File: src/rtl/instr_assembler_pkg.sv
// -----------------------------------------------------------------------------
// instr_assembler_pkg
// Shared constants for the LEGv8 instruction assembler: instruction length,
// field bit positions (the same positions the decode-side parser extracts),
// format encodings, FSM state encoding and the running-checksum step.
// No ports; imported by instr_pack and instr_assembler.
// -----------------------------------------------------------------------------
package instr_assembler_pkg;

    localparam int INSTR_LEN = 32;

    // Common fields
    localparam int OPC_MSB   = 31;
    localparam int OPC_LSB   = 21;
    localparam int RN_MSB    = 9;
    localparam int RN_LSB    = 5;
    localparam int RD_MSB    = 4;
    localparam int RD_LSB    = 0;

    // R-format fields
    localparam int RM_MSB    = 20;
    localparam int RM_LSB    = 16;
    localparam int SHAMT_MSB = 15;
    localparam int SHAMT_LSB = 10;

    // D-format fields
    localparam int DADDR_MSB = 20;
    localparam int DADDR_LSB = 12;
    localparam int OP2_MSB   = 11;
    localparam int OP2_LSB   = 10;

    // Format select encodings
    localparam logic FMT_R = 1'b0;
    localparam logic FMT_D = 1'b1;

    // Load-session FSM states
    typedef enum logic [1:0] {
        ST_IDLE = 2'b00,
        ST_LOAD = 2'b01,
        ST_DONE = 2'b10
    } asm_state_e;

    // One checksum update: rotate the accumulator left by one, fold in the word.
    function automatic logic [INSTR_LEN-1:0] checksum_step(
        input logic [INSTR_LEN-1:0] acc,
        input logic [INSTR_LEN-1:0] word
    );
        return {acc[INSTR_LEN-2:0], acc[INSTR_LEN-1]} ^ word;
    endfunction

endpackage

File: src/rtl/instr_assembler_pack.sv
// -----------------------------------------------------------------------------
// instr_pack
// Combinational packer: places decoded LEGv8 fields into a 32-bit word.
// Ports:
//   fmt_i      format select (FMT_R / FMT_D)
//   opcode_i   [31:21]
//   rm_i       R: [20:16]        shamt_i  R: [15:10]
//   address_i  D: [20:12]        op2_i    D: [11:10]
//   rn_i       [9:5]             rd_i     [4:0]
//   word_o     packed instruction
// Fields belonging to the unselected format do not reach the output.
// -----------------------------------------------------------------------------
module instr_pack
    import instr_assembler_pkg::*;
(
    input  logic                 fmt_i,
    input  logic [10:0]          opcode_i,
    input  logic [4:0]           rm_i,
    input  logic [5:0]           shamt_i,
    input  logic [8:0]           address_i,
    input  logic [1:0]           op2_i,
    input  logic [4:0]           rn_i,
    input  logic [4:0]           rd_i,
    output logic [INSTR_LEN-1:0] word_o
);

    // Field placement; bits [20:10] are owned by whichever format is selected
    always_comb begin
        word_o                    = {INSTR_LEN{1'b0}};
        word_o[OPC_MSB:OPC_LSB]   = opcode_i;
        if (fmt_i == FMT_D) begin
            word_o[DADDR_MSB:DADDR_LSB] = address_i;
            word_o[OP2_MSB:OP2_LSB]     = op2_i;
        end else begin
            word_o[RM_MSB:RM_LSB]       = rm_i;
            word_o[SHAMT_MSB:SHAMT_LSB] = shamt_i;
        end
        word_o[RN_MSB:RN_LSB]     = rn_i;
        word_o[RD_MSB:RD_LSB]     = rd_i;
    end

endmodule

File: src/rtl/instr_assembler.sv
// -----------------------------------------------------------------------------
// instr_assembler
// Streams packed LEGv8 instruction words into instruction memory during a load
// session (IDLE -> LOAD -> DONE). Each accepted field beat becomes one memory
// write one cycle later at the beat's 0-based index within the session.
//
// Parameters: DEPTH (words per session max), ADDR_W (word address width).
// Ports:
//   clk, rst_n                clock, async active-low reset
//   start                     opens a session (ignored while loading)
//   in_valid / in_ready       beat handshake; in_ready decodes state only
//   in_fmt, in_opcode, in_rm, in_shamt, in_address, in_op2, in_rn, in_rd
//                             decoded fields of one instruction
//   in_last                   beat closes the session
//   imem_we/imem_addr/imem_wdata  registered memory write port
//   busy, done                session status
//   count                     words written this (or the last) session
//   overflow                  session closed by DEPTH without in_last
//   checksum                  rotate-xor of written words
// Optional build macro INSTR_ASM_CHECKSUM_EN: adds the checksum port and its
// register; without it the rest of the behaviour is unchanged.
// -----------------------------------------------------------------------------
module instr_assembler
    import instr_assembler_pkg::*;
#(
    parameter int DEPTH  = 64,
    parameter int ADDR_W = 6
) (
    input  logic                 clk,
    input  logic                 rst_n,
    input  logic                 start,
    input  logic                 in_valid,
    output logic                 in_ready,
    input  logic                 in_fmt,
    input  logic [10:0]          in_opcode,
    input  logic [4:0]           in_rm,
    input  logic [5:0]           in_shamt,
    input  logic [8:0]           in_address,
    input  logic [1:0]           in_op2,
    input  logic [4:0]           in_rn,
    input  logic [4:0]           in_rd,
    input  logic                 in_last,
    output logic                 imem_we,
    output logic [ADDR_W-1:0]    imem_addr,
    output logic [INSTR_LEN-1:0] imem_wdata,
    output logic                 busy,
    output logic                 done,
`ifdef INSTR_ASM_CHECKSUM_EN
    output logic [INSTR_LEN-1:0] checksum,
`endif
    output logic [ADDR_W:0]      count,
    output logic                 overflow
);

    // Index of the final slot; a beat accepted here always closes the session
    localparam logic [ADDR_W:0] LAST_IDX = (ADDR_W+1)'(DEPTH - 1);

    asm_state_e            state_q, state_d;
    logic [ADDR_W:0]       count_q, count_d;
    logic                  overflow_q, overflow_d;
    logic                  we_q, we_d;
    logic [ADDR_W-1:0]     addr_q, addr_d;
    logic [INSTR_LEN-1:0]  wdata_q, wdata_d;
    logic [INSTR_LEN-1:0]  packed_s;
    logic                  accept_s;
    logic                  at_last_idx_s;
    logic                  close_s;
    logic                  enter_load_s;
`ifdef INSTR_ASM_CHECKSUM_EN
    logic [INSTR_LEN-1:0]  checksum_q, checksum_d;
`endif

    instr_pack u_pack (
        .fmt_i     (in_fmt),
        .opcode_i  (in_opcode),
        .rm_i      (in_rm),
        .shamt_i   (in_shamt),
        .address_i (in_address),
        .op2_i     (in_op2),
        .rn_i      (in_rn),
        .rd_i      (in_rd),
        .word_o    (packed_s)
    );

    assign in_ready      = (state_q == ST_LOAD);
    assign accept_s      = in_valid & in_ready;
    assign at_last_idx_s = (count_q == LAST_IDX);
    assign close_s       = accept_s & (in_last | at_last_idx_s);

    // Next-state logic; start only opens a session from IDLE or DONE
    always_comb begin
        state_d      = state_q;
        enter_load_s = 1'b0;
        case (state_q)
            ST_IDLE: begin
                if (start) begin
                    state_d      = ST_LOAD;
                    enter_load_s = 1'b1;
                end else begin
                    state_d      = ST_IDLE;
                end
            end
            ST_LOAD: begin
                if (close_s) begin
                    state_d = ST_DONE;
                end else begin
                    state_d = ST_LOAD;
                end
            end
            ST_DONE: begin
                if (start) begin
                    state_d      = ST_LOAD;
                    enter_load_s = 1'b1;
                end else begin
                    state_d      = ST_DONE;
                end
            end
            default: begin
                state_d = ST_IDLE;
            end
        endcase
    end

    // Write-port and session-counter next values; accept and enter_load never coincide
    always_comb begin
        count_d    = count_q;
        overflow_d = overflow_q;
        we_d       = 1'b0;
        addr_d     = addr_q;
        wdata_d    = wdata_q;
`ifdef INSTR_ASM_CHECKSUM_EN
        checksum_d = checksum_q;
`endif
        if (enter_load_s) begin
            count_d    = {(ADDR_W+1){1'b0}};
            overflow_d = 1'b0;
`ifdef INSTR_ASM_CHECKSUM_EN
            checksum_d = {INSTR_LEN{1'b0}};
`endif
        end else if (accept_s) begin
            we_d       = 1'b1;
            addr_d     = count_q[ADDR_W-1:0];
            wdata_d    = packed_s;
            count_d    = count_q + (ADDR_W+1)'(1);
            overflow_d = at_last_idx_s & ~in_last;
`ifdef INSTR_ASM_CHECKSUM_EN
            checksum_d = checksum_step(checksum_q, packed_s);
`endif
        end else begin
            we_d = 1'b0;
        end
    end

    // State and datapath registers
    always_ff @(posedge clk or negedge rst_n) begin
        if (!rst_n) begin
            state_q    <= ST_IDLE;
            count_q    <= {(ADDR_W+1){1'b0}};
            overflow_q <= 1'b0;
            we_q       <= 1'b0;
            addr_q     <= {ADDR_W{1'b0}};
            wdata_q    <= {INSTR_LEN{1'b0}};
        end else begin
            state_q    <= state_d;
            count_q    <= count_d;
            overflow_q <= overflow_d;
            we_q       <= we_d;
            addr_q     <= addr_d;
            wdata_q    <= wdata_d;
        end
    end

`ifdef INSTR_ASM_CHECKSUM_EN
    // Running checksum register, updated alongside the write it covers
    always_ff @(posedge clk or negedge rst_n) begin
        if (!rst_n) begin
            checksum_q <= {INSTR_LEN{1'b0}};
        end else begin
            checksum_q <= checksum_d;
        end
    end

    assign checksum = checksum_q;
`endif

    assign imem_we    = we_q;
    assign imem_addr  = addr_q;
    assign imem_wdata = wdata_q;
    assign count      = count_q;
    assign overflow   = overflow_q;
    assign busy       = (state_q == ST_LOAD);
    assign done       = (state_q == ST_DONE);

endmodule

File: config.mk
export PLATFORM = sky130hd
export DESIGN_NAME = instr_assembler
export DESIGN_NICKNAME = d
export VERILOG_FILES = /design/src/rtl/instr_assembler_pkg.sv /design/src/rtl/instr_assembler_pack.sv /design/src/rtl/instr_assembler.sv
export SDC_FILE = /design/constraint.sdc
export NUM_CORES = 1
export LEC_CHECK = 0
export BUFFER_PORTS_ARGS = -buffer_cell sky130_fd_sc_hd__buf_4
export CORE_MARGIN = 2
export CORE_UTILIZATION = 45
export DETAILED_ROUTE_END_ITERATION = 16
export GPL_TIMING_DRIVEN = 0
export HOLD_SLACK_MARGIN = 0.03
export PLACE_DENSITY = 0.78
export SYNTH_ARGS = -nofsm -noshare
export SYNTH_HDL_FRONTEND = slang
export SYNTH_SLANG_ARGS = --single-unit
File: constraint.sdc
create_clock -name clk -period 3.65 [get_ports clk]
set_input_delay 0.365 -clock clk [delete_from_list [all_inputs] [get_ports clk]]
set_output_delay 0.365 -clock clk [all_outputs]
set_load 0.03 [all_outputs]
; Yosys cells after proc, flatten, opt, wreduce, memory -nomap -nowiden
; Cells that the tools add are included.
[totals]
ff_bits = 49
latchBits = 0
ramBits = 0
rom_bits = 0
in_bits = 49
output_inout_bits = 50
memories = 0
[op_classes]
addsub = 1
n_mul = 0
div_mod_pow = 0
magnitude_cmp = 0
eq_ne = 3
shifts = 0
n_mux = 13
n_bitwise = 6
n_reduce_logical = 4
[ops]
columns = operator, n
row1 = 2-to-1 mux 7 bit, 2
row2 = 2-to-1 mux 11 bit, 1
row3 = "adder 7 x 1 -> 7 bit, second input constant", 1
row4 = "== test 7 x 6 -> 1 bit, second input constant", 1
row5 = 2-to-1 mux 1 bit, 7
row6 = case mux 2 bit (3 select lines), 1
row7 = 2-to-1 mux 2 bit, 2
row8 = AND 1 bit, 3
row9 = "== test 2 x 1 -> 1 bit, second input constant", 1
row10 = "== test 2 bit, second input constant", 1
row11 = logical NOT 2 bit, 1
row12 = inverter 1 bit, 2
row13 = AND reduction 2 bit, 1
row14 = nonzero test 2 bit, 1
row15 = OR reduction 2 bit, 1
row16 = OR 1 bit, 1

; Depth between registers and ports, before layout
; Gate-level depths: netlist of run 1.
[depth]
depth_word = 5
depth_mapped = 5
depth_no_buf = 4

; Modules after synthesis
; From an unflattened synthesis of run 1, not the netlist that was laid out.
[unflattened]
hier_cells = 245
area_unflattened_um2 = 2319.7
[by_module_without_submodules]
columns = module, n_inst, cells_each, area_per_inst_um2
row1 = instr_assembler, 1, 212, 1989.4
row2 = instr_pack, 1, 33, 330.3

; Worst setup path before layout of run 1
; Ideal clock, no wire load.
[synth_timing]
kind = register to register
startpoint = register count_q[0], in the netlist count[0]
endpoint = register state_q[0]
setup_ns = 0.126
arrival_ns = 1.594
slack_ns = 1.930
path_stages_with_launch = 5
path_buffers = 0
period_less_slack_ns = 1.720
cell_sequence = dfrtp_1 > ha_1 > nand3_2 > or3_4 > a221o_1
[synth_between]
elab_chain_cells = 5
[synth_rtl]
columns = element, line
row1 = from (decl), instr_assembler.sv:59  ; logic [ADDR_W:0] count_q, count_d;
row2 = from (signal assigned), instr_assembler.sv:158  ; count_q <= {(ADDR_W+1){1'b0}};
row3 = from (signal assigned), instr_assembler.sv:165  ; count_q <= count_d;
row4 = == test 7 x 6 -> 1 bit, instr_assembler.sv:87  ; assign at_last_idx_s = (count_q == LAST_IDX);
row5 = OR 1 bit, instr_assembler.sv:88  ; assign close_s = accept_s & (in_last | at_last_idx_s);
row6 = AND 1 bit, instr_assembler.sv:88
row7 = 2-to-1 mux 2 bit, instr_assembler.sv:104  ; if (close_s) begin
row8 = case mux 2 bit (3 select lines), instr_assembler.sv:94  ; case (state_q)
row9 = net state_d[0], instr_assembler.sv:58  ; asm_state_e state_q, state_d;
row10 = to (signal assigned), instr_assembler.sv:164  ; state_q <= state_d;
row11 = to (decl), instr_assembler.sv:58
; The timed path passes the listed nets, and every way through them passes these cells.
; A chain may end at the register's enable or synchronous reset.

; Worst setup path in the final report of run 1
[layout_timing]
startpoint = register state_q[0]
endpoint = output in_ready
[layout_between]
elab_chain_cells = 1
[layout_rtl]
columns = element, line
row1 = == test 2 x 1 -> 1 bit, instr_assembler.sv:85  ; assign in_ready = (state_q == ST_LOAD);
row2 = to (decl), instr_assembler.sv:33  ; output logic in_ready,
; Every way passes these cells.

==> results of run 1 <==
## worst max-delay path: stages (launching register included)
cell and delay (ns):
sky130_fd_sc_hd__dfrtp_1 0.47, sky130_fd_sc_hd__nor2b_1 0.29, sky130_fd_sc_hd__buf_4 0.15, sky130_fd_sc_hd__buf_4 0.14
## cell type report
| type | instances | area share |
|---|---|---|
| clock buffers | 8 | 0.02723 |
| repair buffers | 98 | 0.2502 |
| inverters | 2 | 0.002553 |
| plain buffers | 11 | 0.01830 |
| flip-flops and latches | 49 | 0.4170 |
| multi-input cells | 152 | 0.2626 |
| well taps | 52 | 0.02213 |
## kinds of logic (layout without fill, tap and decap cells)
group           after synthesis  count (layout)  synth area share
compound gates               20              20           0.05893
xor+xnor                      1               1          0.004254
fa+ha+maj                     1               1          0.006074
buf+inv                      13             119           0.02976
flops                        49              49            0.5954
mux                          13              13           0.06318
simple gates                117             117            0.2424
## power breakdown
part	internal [uW]	switching [uW]	total, uW
Clock	136	164	301
Combinational	456	780	1240
Sequential	752	142	894
## metrics by stage
stage | hold WS, ns | power [uW]
final | 0.06255 | 2431
after global routing | 0.1233 | 2585
after CTS | 0.09680 | 2461
after detailed placement | 0.4202 | 2155
after global placement | 0.4156 | 2129
after floorplan | 0.06941 | 1645
## flip-flops by register name, summed over array words and instances (netlist names)
name        count
state_q         2
imem_addr       6
overflow        1
imem_wdata     32
imem_we         1
count           7
## Yosys cell counts, types with 2 or more instances
| master | n | area (sq um) |
|---|---|---|
| sky130_fd_sc_hd__o21ai_1 | 10 | 50.05 |
| sky130_fd_sc_hd__nor2b_1 | 4 | 25.02 |
| sky130_fd_sc_hd__nand3_1 | 3 | 15.01 |
| sky130_fd_sc_hd__nor2_1 | 3 | 11.26 |
| sky130_fd_sc_hd__o31ai_1 | 4 | 30.03 |
| sky130_fd_sc_hd__mux2i_1 | 13 | 130.1 |
| sky130_fd_sc_hd__a21oi_1 | 2 | 10.01 |
| sky130_fd_sc_hd__nand2_1 | 99 | 371.6 |
| sky130_fd_sc_hd__or4_1 | 2 | 15.01 |
| sky130_fd_sc_hd__buf_2 | 7 | 35.03 |
| sky130_fd_sc_hd__dfrtp_1 | 49 | 1226 |
| sky130_fd_sc_hd__clkbuf_1 | 3 | 11.26 |
## worst paths after layout
check / start / endpoint / slack (ns) / depth (start not counted)
setup / recovery: state_q[0] / in_ready / 1.94 / 3
hold / removal: rst_n / imem_wdata[17] / 0.06 / 1
setup reg to reg: count[0] / state_q[0] / 2.01 / 4
hold reg to reg: imem_wdata[28] / imem_wdata[28] / 0.48 / 2
max in group asynchronous: rst_n / imem_wdata[19] / 3.16 / 1
min in group clk: in_rn[1] / imem_wdata[6] / 0.26 / 3
## routing by layer
layer  GRT usage  part of all wire  vias to the layer above
met5           0                 0                        -
met4     0.06289             0.014                        0
met3     0.05626             0.062                       10
met2      0.3148              0.50                       48
met1      0.2512              0.42                      827
li1            -                 -                      904
==> out/qor.tcl, run 1 <==
set qor(filler_cell_count) 359
set qor(clock_skew_ns) 0.003716
set qor(grt_start_max_net_pins) 50
set qor(part_of_the_yosys_area_used_for_sequential_elements) 0.5954
set qor(async_s_r_ff_share_synth) 1.000
set qor(placedCellCount) 364
set qor(fin_ws_ns) 1.939
set qor(crit_fanout) 6
set qor(fin_crit_ns) 1.711
set qor(worst_ep_arrival_time_ns) 1.35
set qor(place_hpwl_mm) 3.552
set qor(cts.hold.buffers_added) 0
set qor(core.rowCount) 24
set qor(finish.utilization) 0.6707
set qor(unrepaired_setup_endpoints_after_global_routing) {no}
set qor(fin_cells) 372
set qor(antenna_cells_inserted) 0
set qor(dp_slack_ns) 2.027
set qor(cts_tree) {yes}
set qor(post-cts-setup-buffer-count) 0
set qor(warning_count_from_the_yosys_run) 0
set qor(cts_max_path_buffers) 2
set qor(worstSetupEndpointType) {output port}
set qor(cts_max_level) 2
set qor(syn_area_per_cell_sq_um) 9.624
set qor(final_count_of_negative_setup_slack_endpoints) 0
set qor(drc_violation_total_after_the_first_tritonroute_iteration) 57
set qor(die_width_um) 71.65
set qor(timing.critical_path.required_ns) 3.28
set qor(layout.cell_area.non_filler_sq_mm) 0.002940
set qor(dr_total_vias) 1789
set qor(cts_resized) 0
set qor(power-per-cell-area_mw_per_mm2) 826.6
set qor(placement_stage_cell_area_sq_mm) 0.002860
set qor(cts-root-buf) {sky130_fd_sc_hd__clkbuf_8}
set qor(dominantRegCellSynth) {sky130_fd_sc_hd__dfrtp_1}
set qor(final.period_utilization) 0.4686
set qor(critPathKind) {reg -> out}
set qor(fmax_mhz) 584.6
set qor(grt_pass1_wl_mm) 7.803
set qor(totalNegativeSetupSlack_ns) 0
set qor(synth_edf_count) 0
set qor(start_kind) {flip-flop}
set qor(vdd_ir_drop_max_mv) 0.5561
set qor(floorplan.core_area_sq_mm) 0.004384
set qor(clock_insertion_delay_worst_skew_ns) 0.29
set qor(final_layout_size_suffix_gt1_frac) 0.3594
set qor(path_category_of_the_worst_min_delay_check) {in -> async}
set qor(worst_setup_hold_path_clk_slew_ns) 0.08
set qor(drtAntennaViolNets) 0
set qor(slew_margin_rel) 0.5949
set qor(placement.io_buffers) 98
set qor(dieArea_sq_mm) 0.005134
set qor(leakage_uw) 0.001627
set qor(drt-total-wl_mm) 4.736
set qor(mappedNetlistNets) 264
set qor(ys_types) 27
set qor(floorplan.io_pins) 99
set qor(synthCells) 214
set qor(remaining_drc_errors) 0
set qor(timing_max_transition_violations_final) 0
set qor(clkSinkCount) 49
set qor(grt_pass1_vias) 1699
set qor(outcome) {complete, no violations}
set qor(grt_remaining_overflow) 0
set qor(final_hold_viol_count) 0
set qor(ys_seq_elements) 49
set qor(area_growth_pct) 42.77
set qor(tightestPinTransition_ns) 0.6077
set qor(routabilityCongestion) 0.7406
set qor(seqCellArea_sq_mm) 0.001226
set qor(design.final.nets) 369
set qor(routedWlPerCell_um) 12.73
set qor(dr.pass1.iters) 2
set qor(cts-buffers-inserted) 5
set qor(maxCapViolCount) 0
set qor(antenna_found_initial) 0
set qor(most_frequent_cells_in_the_layout) {sky130_fd_sc_hd__nand2_1, sky130_fd_sc_hd__buf_4, sky130_fd_sc_hd__dfrtp_1}
set qor(multiInputGateArea_sq_um) 772.0
set qor(globalRouteTotalUtil) 0.1938
set qor(floorplan.initialDensity) 0.4697
set qor(mapped_cell_area_sq_mm) 0.002059
set qor(route.detailed.vias_per_inst) 4.809
set qor(die_h_um) 71.65
No activity file was read; power rests on OpenSTA's default activity.
==> inputs of run 2 (changes only) <==
==> constraint.sdc (replaced) <==
create_clock -name clk -period 1.7 [get_ports clk]
set_input_delay 0.17 -clock clk [delete_from_list [all_inputs] [get_ports clk]]
set_output_delay 0.17 -clock clk [all_outputs]
set_load 0.03 [all_outputs]
==> run 2 against run 1 <==
Net effect:
- register-to-register slack worse by 1.9 ns
- final area increased by 0.77%
- worst hold slack worse by 0.0080 ns
- total power grew 120%
- first-iteration DRC count is 84% higher
- clock skew rose by 0.0068 ns
- worst setup slack lost 1.8 ns
- combinational power increased by 120%
- wire length up 4.5%
- clock-buffer cell count stayed put
- sequential power increased by 110%
- final cell count grew 0.27%
==> out/qor.tcl, run 2 (synthesis results as in run 1) <==
set qor(final_count_of_negative_setup_slack_endpoints) 0
set qor(critical_path.slowest_cell) {sky130_fd_sc_hd__dfrtp_2}
set qor(cts-root-buf) {sky130_fd_sc_hd__clkbuf_8}
set qor(core.rowCount) 24
set qor(placement.io_buffers) 98
set qor(dr.pass1.iters) 4
set qor(fmax_mhz) 640.8
set qor(antenna_cells_inserted) 0
set qor(drc_violation_total_after_the_first_tritonroute_iteration) 105
set qor(antenna_found_initial) 0
set qor(worst_setup_hold_path_clk_slew_ns) 0.09
set qor(grt_util_met3) 0.06751
set qor(internal-power_uw) 2933
set qor(clkSinkCount) 49
set qor(worst_ep_arrival_time_ns) 1.76
set qor(tightestPinTransition_ns) 0.6017
set qor(design_power_total_uw) 5287
set qor(power.share.switching) 0.4453
set qor(grt_util_met2) 0.3529
set qor(cts_max_path_buffers) 2
set qor(routabilityCongestion) 0.7522
set qor(power.share.combinational) 0.505
set qor(total_number_of_cells_along_the_worst_setup_path) 4
set qor(dr_total_vias) 1812
set qor(place_hpwl_mm) 3.765
set qor(outcome) {complete, no violations}
set qor(routedWlPerCell_um) 13.27
set qor(met1_track_utilization_from_global_routing) 0.2615
set qor(power-per-cell-area_mw_per_mm2) 1785
set qor(final_hold_viol_count) 0
set qor(hold_path_depth) 3
set qor(dp_slack_ns) 0.1434
set qor(floorplan.core_area_sq_mm) 0.004384
set qor(globalRouteTotalUtil) 0.2129
set qor(cp.buffers_inverters) 0
set qor(remaining_drc_errors) 0
set qor(path_category_of_the_worst_min_delay_check) {in -> reg}
set qor(layout.cell_area.non_filler_sq_mm) 0.002963
set qor(cts_tree) {yes}
set qor(area_growth_pct) 43.86
set qor(worstSetupEndpointType) {flip-flop}
set qor(clock_skew_ns) 0.01047
set qor(leakage_uw) 0.001635
set qor(timing_max_transition_violations_final) 0
set qor(die_width_um) 71.65
set qor(grt_remaining_overflow) 0
set qor(reg2reg_depth) 4
set qor(drtAntennaViolNets) 0
set qor(final_layout_size_suffix_gt1_frac) 0.3676
set qor(cts_max_level) 2
set qor(crit_fanout) 6
set qor(net_switching_power_figure_uw) 2355
set qor(start_kind) {flip-flop}
set qor(clkPwrFrac) 0.132
set qor(unrepaired_setup_endpoints_after_global_routing) {no}
set qor(final.period_utilization) 0.9180
set qor(critPathKind) {reg -> reg}
set qor(slew_margin_rel) 0.5988
set qor(cp_slowest_stage_delay_ns) 0.44
set qor(route.detailed.vias_per_inst) 4.858
set qor(path_cells) {ha_1 -> nand3_2 -> or3_4 -> a221o_1}
set qor(timing.critical_path.required_ns) 1.90
set qor(cts-buffers-inserted) 5
set qor(grt_start_max_net_pins) 50
set qor(fin_ws_ns) 0.1393
set qor(die_h_um) 71.65
set qor(maxCapViolCount) 0
set qor(grt_pass1_wl_mm) 8.362
set qor(vdd_ir_drop_max_mv) 1.168
set qor(most_frequent_cells_in_the_layout) {sky130_fd_sc_hd__nand2_1, sky130_fd_sc_hd__buf_4, sky130_fd_sc_hd__dfrtp_1}
set qor(fin_crit_ns) 1.561
set qor(cpLargestDelayFamily) {simple AND/OR/NAND/NOR gates}
set qor(floorplan.initialDensity) 0.4697
set qor(filler_cell_count) 362
set qor(floorplan.io_pins) 99
set qor(placement_stage_cell_area_sq_mm) 0.002863
set qor(drt-total-wl_mm) 4.949
set qor(power.share.sequential) 0.363
set qor(clock_insertion_delay_worst_skew_ns) 0.30
set qor(globalRoute.busiestLayer) {met2}
set qor(totalNegativeSetupSlack_ns) 0
set qor(dieArea_sq_mm) 0.005134
set qor(largest_reg_flops) 32
set qor(grt_pass1_vias) 1795
set qor(design.final.nets) 370
run 2: cell types whose count changed in the layout (fill, tap and decap cells not counted), sizes merged:
| cell | before | now |
|---|---|---|
| dlygate4sd3 | 0 | 1 |
run 2: final timing paths:
kind / slack, ns / end / start
min in group asynchronous: 0.41 / imem_wdata[12] / rst_n
worst max-delay path: 0.14 / state_q[0] / count[0]
worst min register to register: 0.48 / imem_wdata[3] / imem_wdata[3]
worst max register to register: 0.14 / state_q[0] / count[0]
max in group asynchronous: 0.84 / count[1] / rst_n
worst min-delay path: 0.05 / imem_wdata[31] / in_opcode[10]
run 2: layout make-up:
type / count / area [sq um] / share of cell area
plain buffers: 11 / 53.80 / 0.01816
clock buffers: 8 / 90.09 / 0.03041
inverters: 2 / 7.507 / 0.002534
multi-input cells: 152 / 772.0 / 0.2606
flip-flops and latches: 49 / 1229 / 0.4147
well taps: 52 / 65.06 / 0.02196
repair buffers: 99 / 745.7 / 0.2517
run 2: power groups by stage:
| stage | clock network, uW | logic (uW) | registers (uW) |
|---|---|---|---|
| after CTS | 715 | 2710 | 1930 |
| final | 697 | 2670 | 1920 |
| after detailed placement | 0 | 2710 | 1940 |
| after global placement | 0 | 2650 | 1930 |
| after global routing | 767 | 2880 | 1990 |
| after floorplan | 0 | 764 | 2770 |
run 2: worst min-delay path: cells and delay by family:
kind / cells / cell delay, ns
AND/OR/NAND/NOR: 2 / 0.08
buffers and inverters: 1 / 0.07
run 2: through the flow:
step	cells	util	hold WS, ns
after global placement	364	0.6530	0.2243
after floorplan	214	-	-0.1256
after global routing	373	0.6758	0.04481
after detailed placement	364	0.6530	0.2207
final	373	0.6758	0.05452
after CTS	373	0.6758	0.04395
run 2: routing by layer:
metal  share of wire  routed length [um]  vias to the layer above
li1                -                   -                      901
met1            0.40                1984                      855
met2            0.52                2574                       47
met3           0.060                 299                        9
met4           0.018                  91                        0
met5               0                   0                        -
run 2: what timing repair did:
action                                 CTS  global route
hold buffers                             1             0
setup buffers                            0             0
gates resized for setup                  0             0
endpoints found under the hold margin   49             0
==> inputs of run 3 (changes only) <==
--- a/config.mk
+++ b/config.mk
@@ -5,13 +5,13 @@
 export SDC_FILE = /design/constraint.sdc
 export NUM_CORES = 1
 export LEC_CHECK = 0
-export BUFFER_PORTS_ARGS = -buffer_cell sky130_fd_sc_hd__buf_4
+export BUFFER_PORTS_ARGS = -buffer_cell sky130_fd_sc_hd__buf_2
 export CORE_MARGIN = 2
 export CORE_UTILIZATION = 45
 export DETAILED_ROUTE_END_ITERATION = 16
 export GPL_TIMING_DRIVEN = 0
 export HOLD_SLACK_MARGIN = 0.03
-export PLACE_DENSITY = 0.78
+export PLACE_DENSITY = 0.8
 export SYNTH_ARGS = -nofsm -noshare
 export SYNTH_HDL_FRONTEND = slang
 export SYNTH_SLANG_ARGS = --single-unit
==> constraint.sdc (replaced) <==
create_clock -name clk -period 2.02 [get_ports clk]
set_input_delay 0.202 -clock clk [delete_from_list [all_inputs] [get_ports clk]]
set_output_delay 0.202 -clock clk [all_outputs]
set_load 0.03 [all_outputs]
==> run 3 against run 2 <==
Net effect:
- via count rose by 0.39%
- sequential cell count did not move
- worst hold slack improved by 0.041 ns
- clock power fell by 21%
- die area did not move
- final area fell by 8.8%
- largest power group unchanged
- wire length fell by 6.1%
- highest routed layer unchanged
- critical path depth did not move
- final cell count fell by 0.54%
- combinational power fell by 25%
==> out/qor.tcl, run 3 (synthesis results as in run 1) <==
set qor(path_cells) {ha_1 -> nand3_2 -> or3_4 -> a221o_1}
set qor(leakage_uw) 0.001570
set qor(remaining_drc_errors) 0
set qor(die_width_um) 71.65
set qor(routedWlPerCell_um) 12.53
set qor(design.final.nets) 369
set qor(rr_startpoint) {count[0]}
set qor(routabilityCongestion) 0.7592
set qor(worst_setup_hold_path_clk_slew_ns) 0.08
set qor(maxCapViolCount) 0
set qor(area_growth_pct) 31.17
set qor(final.period_utilization) 0.8044
set qor(floorplan.initialDensity) 0.4697
set qor(reg2reg_depth) 4
set qor(most_frequent_cells_in_the_layout) {sky130_fd_sc_hd__buf_2, sky130_fd_sc_hd__nand2_1, sky130_fd_sc_hd__dfrtp_1}
set qor(critPathKind) {reg -> reg}
set qor(cts_resized) 0
set qor(path_category_of_the_worst_min_delay_check) {in -> async}
set qor(dr.pass1.iters) 4
set qor(mostFrequentLayoutCell) {sky130_fd_sc_hd__buf_2}
set qor(dieArea_sq_mm) 0.005134
set qor(cts_max_level) 2
set qor(floorplan.core_area_sq_mm) 0.004384
set qor(route.detailed.vias_per_inst) 4.903
set qor(setup.reg_to_reg.worst_slack_ns) 0.40
set qor(cp_slowest_stage_delay_ns) 0.47
set qor(layout.cell_area.non_filler_sq_mm) 0.002701
set qor(antenna_found_initial) 0
set qor(fmax_mhz) 615.4
set qor(grt_remaining_overflow) 0
set qor(final_layout_size_suffix_gt1_frac) 0.3636
set qor(cp-startpoint) {count[0]}
set qor(placement.io_buffers) 98
set qor(cts-root-buf) {sky130_fd_sc_hd__clkbuf_8}
set qor(clkSinkCount) 49
set qor(worstSetupEndpointType) {flip-flop}
set qor(dr_total_vias) 1819
set qor(floorplan.io_pins) 99
set qor(drtAntennaViolNets) 0
set qor(crit_fanout) 6
set qor(place_hpwl_mm) 3.580
set qor(outcome) {complete, no violations}
set qor(core.rowCount) 24
set qor(power-per-cell-area_mw_per_mm2) 1531
set qor(vdd_ir_drop_max_mv) 0.7880
set qor(cts.hold.buffers_added) 0
set qor(antenna_cells_inserted) 0
set qor(cts_max_path_buffers) 2
set qor(placement_stage_cell_area_sq_mm) 0.002615
set qor(unrepaired_setup_endpoints_after_global_routing) {no}
set qor(globalRouteTotalUtil) 0.1915
set qor(fin_ws_ns) 0.3951
set qor(timing.critical_path.required_ns) 2.19
set qor(design_power_total_uw) 4137
set qor(crit-reg2reg-capture) {state_q[0]}
set qor(worst_ep_arrival_time_ns) 1.80
set qor(largest_reg_flops) 32
set qor(start_kind) {flip-flop}
set qor(critical_path.slowest_cell) {sky130_fd_sc_hd__dfrtp_1}
set qor(drt-total-wl_mm) 4.647
set qor(grt_pass1_vias) 1782
set qor(totalNegativeSetupSlack_ns) 0
set qor(clock_skew_ns) 0.003124
set qor(final_hold_viol_count) 0
set qor(die_h_um) 71.65
set qor(final_count_of_negative_setup_slack_endpoints) 0
set qor(dp_slack_ns) 0.4084
set qor(tightestPinTransition_ns) 1.047
set qor(clock_insertion_delay_worst_skew_ns) 0.29
set qor(post-cts-setup-buffer-count) 0
set qor(grt_pass1_wl_mm) 7.817
set qor(grt_start_max_net_pins) 50
set qor(cts-buffers-inserted) 5
set qor(drc_violation_total_after_the_first_tritonroute_iteration) 55
set qor(cts_tree) {yes}
set qor(slew_margin_rel) 0.3017
set qor(timing_max_transition_violations_final) 0
set qor(fin_crit_ns) 1.625
set qor(filler_cell_count) 411
==> run 3: through the flow <==
| step | util | cells | hold WS [ns] |
|---|---|---|---|
| 3_3_place_gp | 0.5965 | 364 | 0.3919 |
| 2_1_floorplan | - | 214 | -0.09359 |
| 3_5_place_dp | 0.5965 | 364 | 0.3952 |
| 4_1_cts | 0.6162 | 371 | 0.08941 |
| 5_1_grt | 0.6162 | 371 | 0.09902 |
| 6_report | 0.6162 | 371 | 0.09569 |
==> run 3: area by class of cell <==
| cell class | instances | area [sq um] | share of cell area |
|---|---|---|---|
| Timing Repair Buffer | 98 | 490.5 | 0.1816 |
| Inverter | 2 | 7.507 | 0.002779 |
| Clock buffer | 7 | 86.33 | 0.03196 |
| Tap cell | 52 | 65.06 | 0.02409 |
| Sequential cell | 49 | 1226 | 0.4539 |
| Multi-Input combinational cell | 152 | 772.0 | 0.2858 |
| Buffer | 11 | 53.80 | 0.01992 |
==> run 3: how the worst max path moves through the flow <==
stage          cells after the start  slack (ns)          to
3_3_place_gp                       4        0.43  state_q[0]
5_1_grt                            4        0.33  state_q[0]
2_1_floorplan                      4        0.30  state_q[0]
6_report                           4        0.40  state_q[0]
3_5_place_dp                       4        0.41  state_q[0]
4_1_cts                            4        0.39  state_q[0]
==> run 3: report_power, final <==
part | internal (uW) | switching (uW)
Combinational | 580 | 1410
Sequential | 1360 | 235
Clock | 272 | 280
==> run 3: layer usage <==
metal,track usage,wire length (um)
met5,0,0
met4,0.05660,51
met1,0.2340,1875
met3,0.04360,281
met2,0.3385,2438
==> run 3: worst max-delay path, delay by kind of cell, from the launching register on <==
family                   cells  cell delay [ns]
AND/OR/NAND/NOR              2             0.52
flip-flops                   1             0.47
AO/OA/AOI/OAI                1             0.30
adder cells (fa/ha/maj)      1             0.22
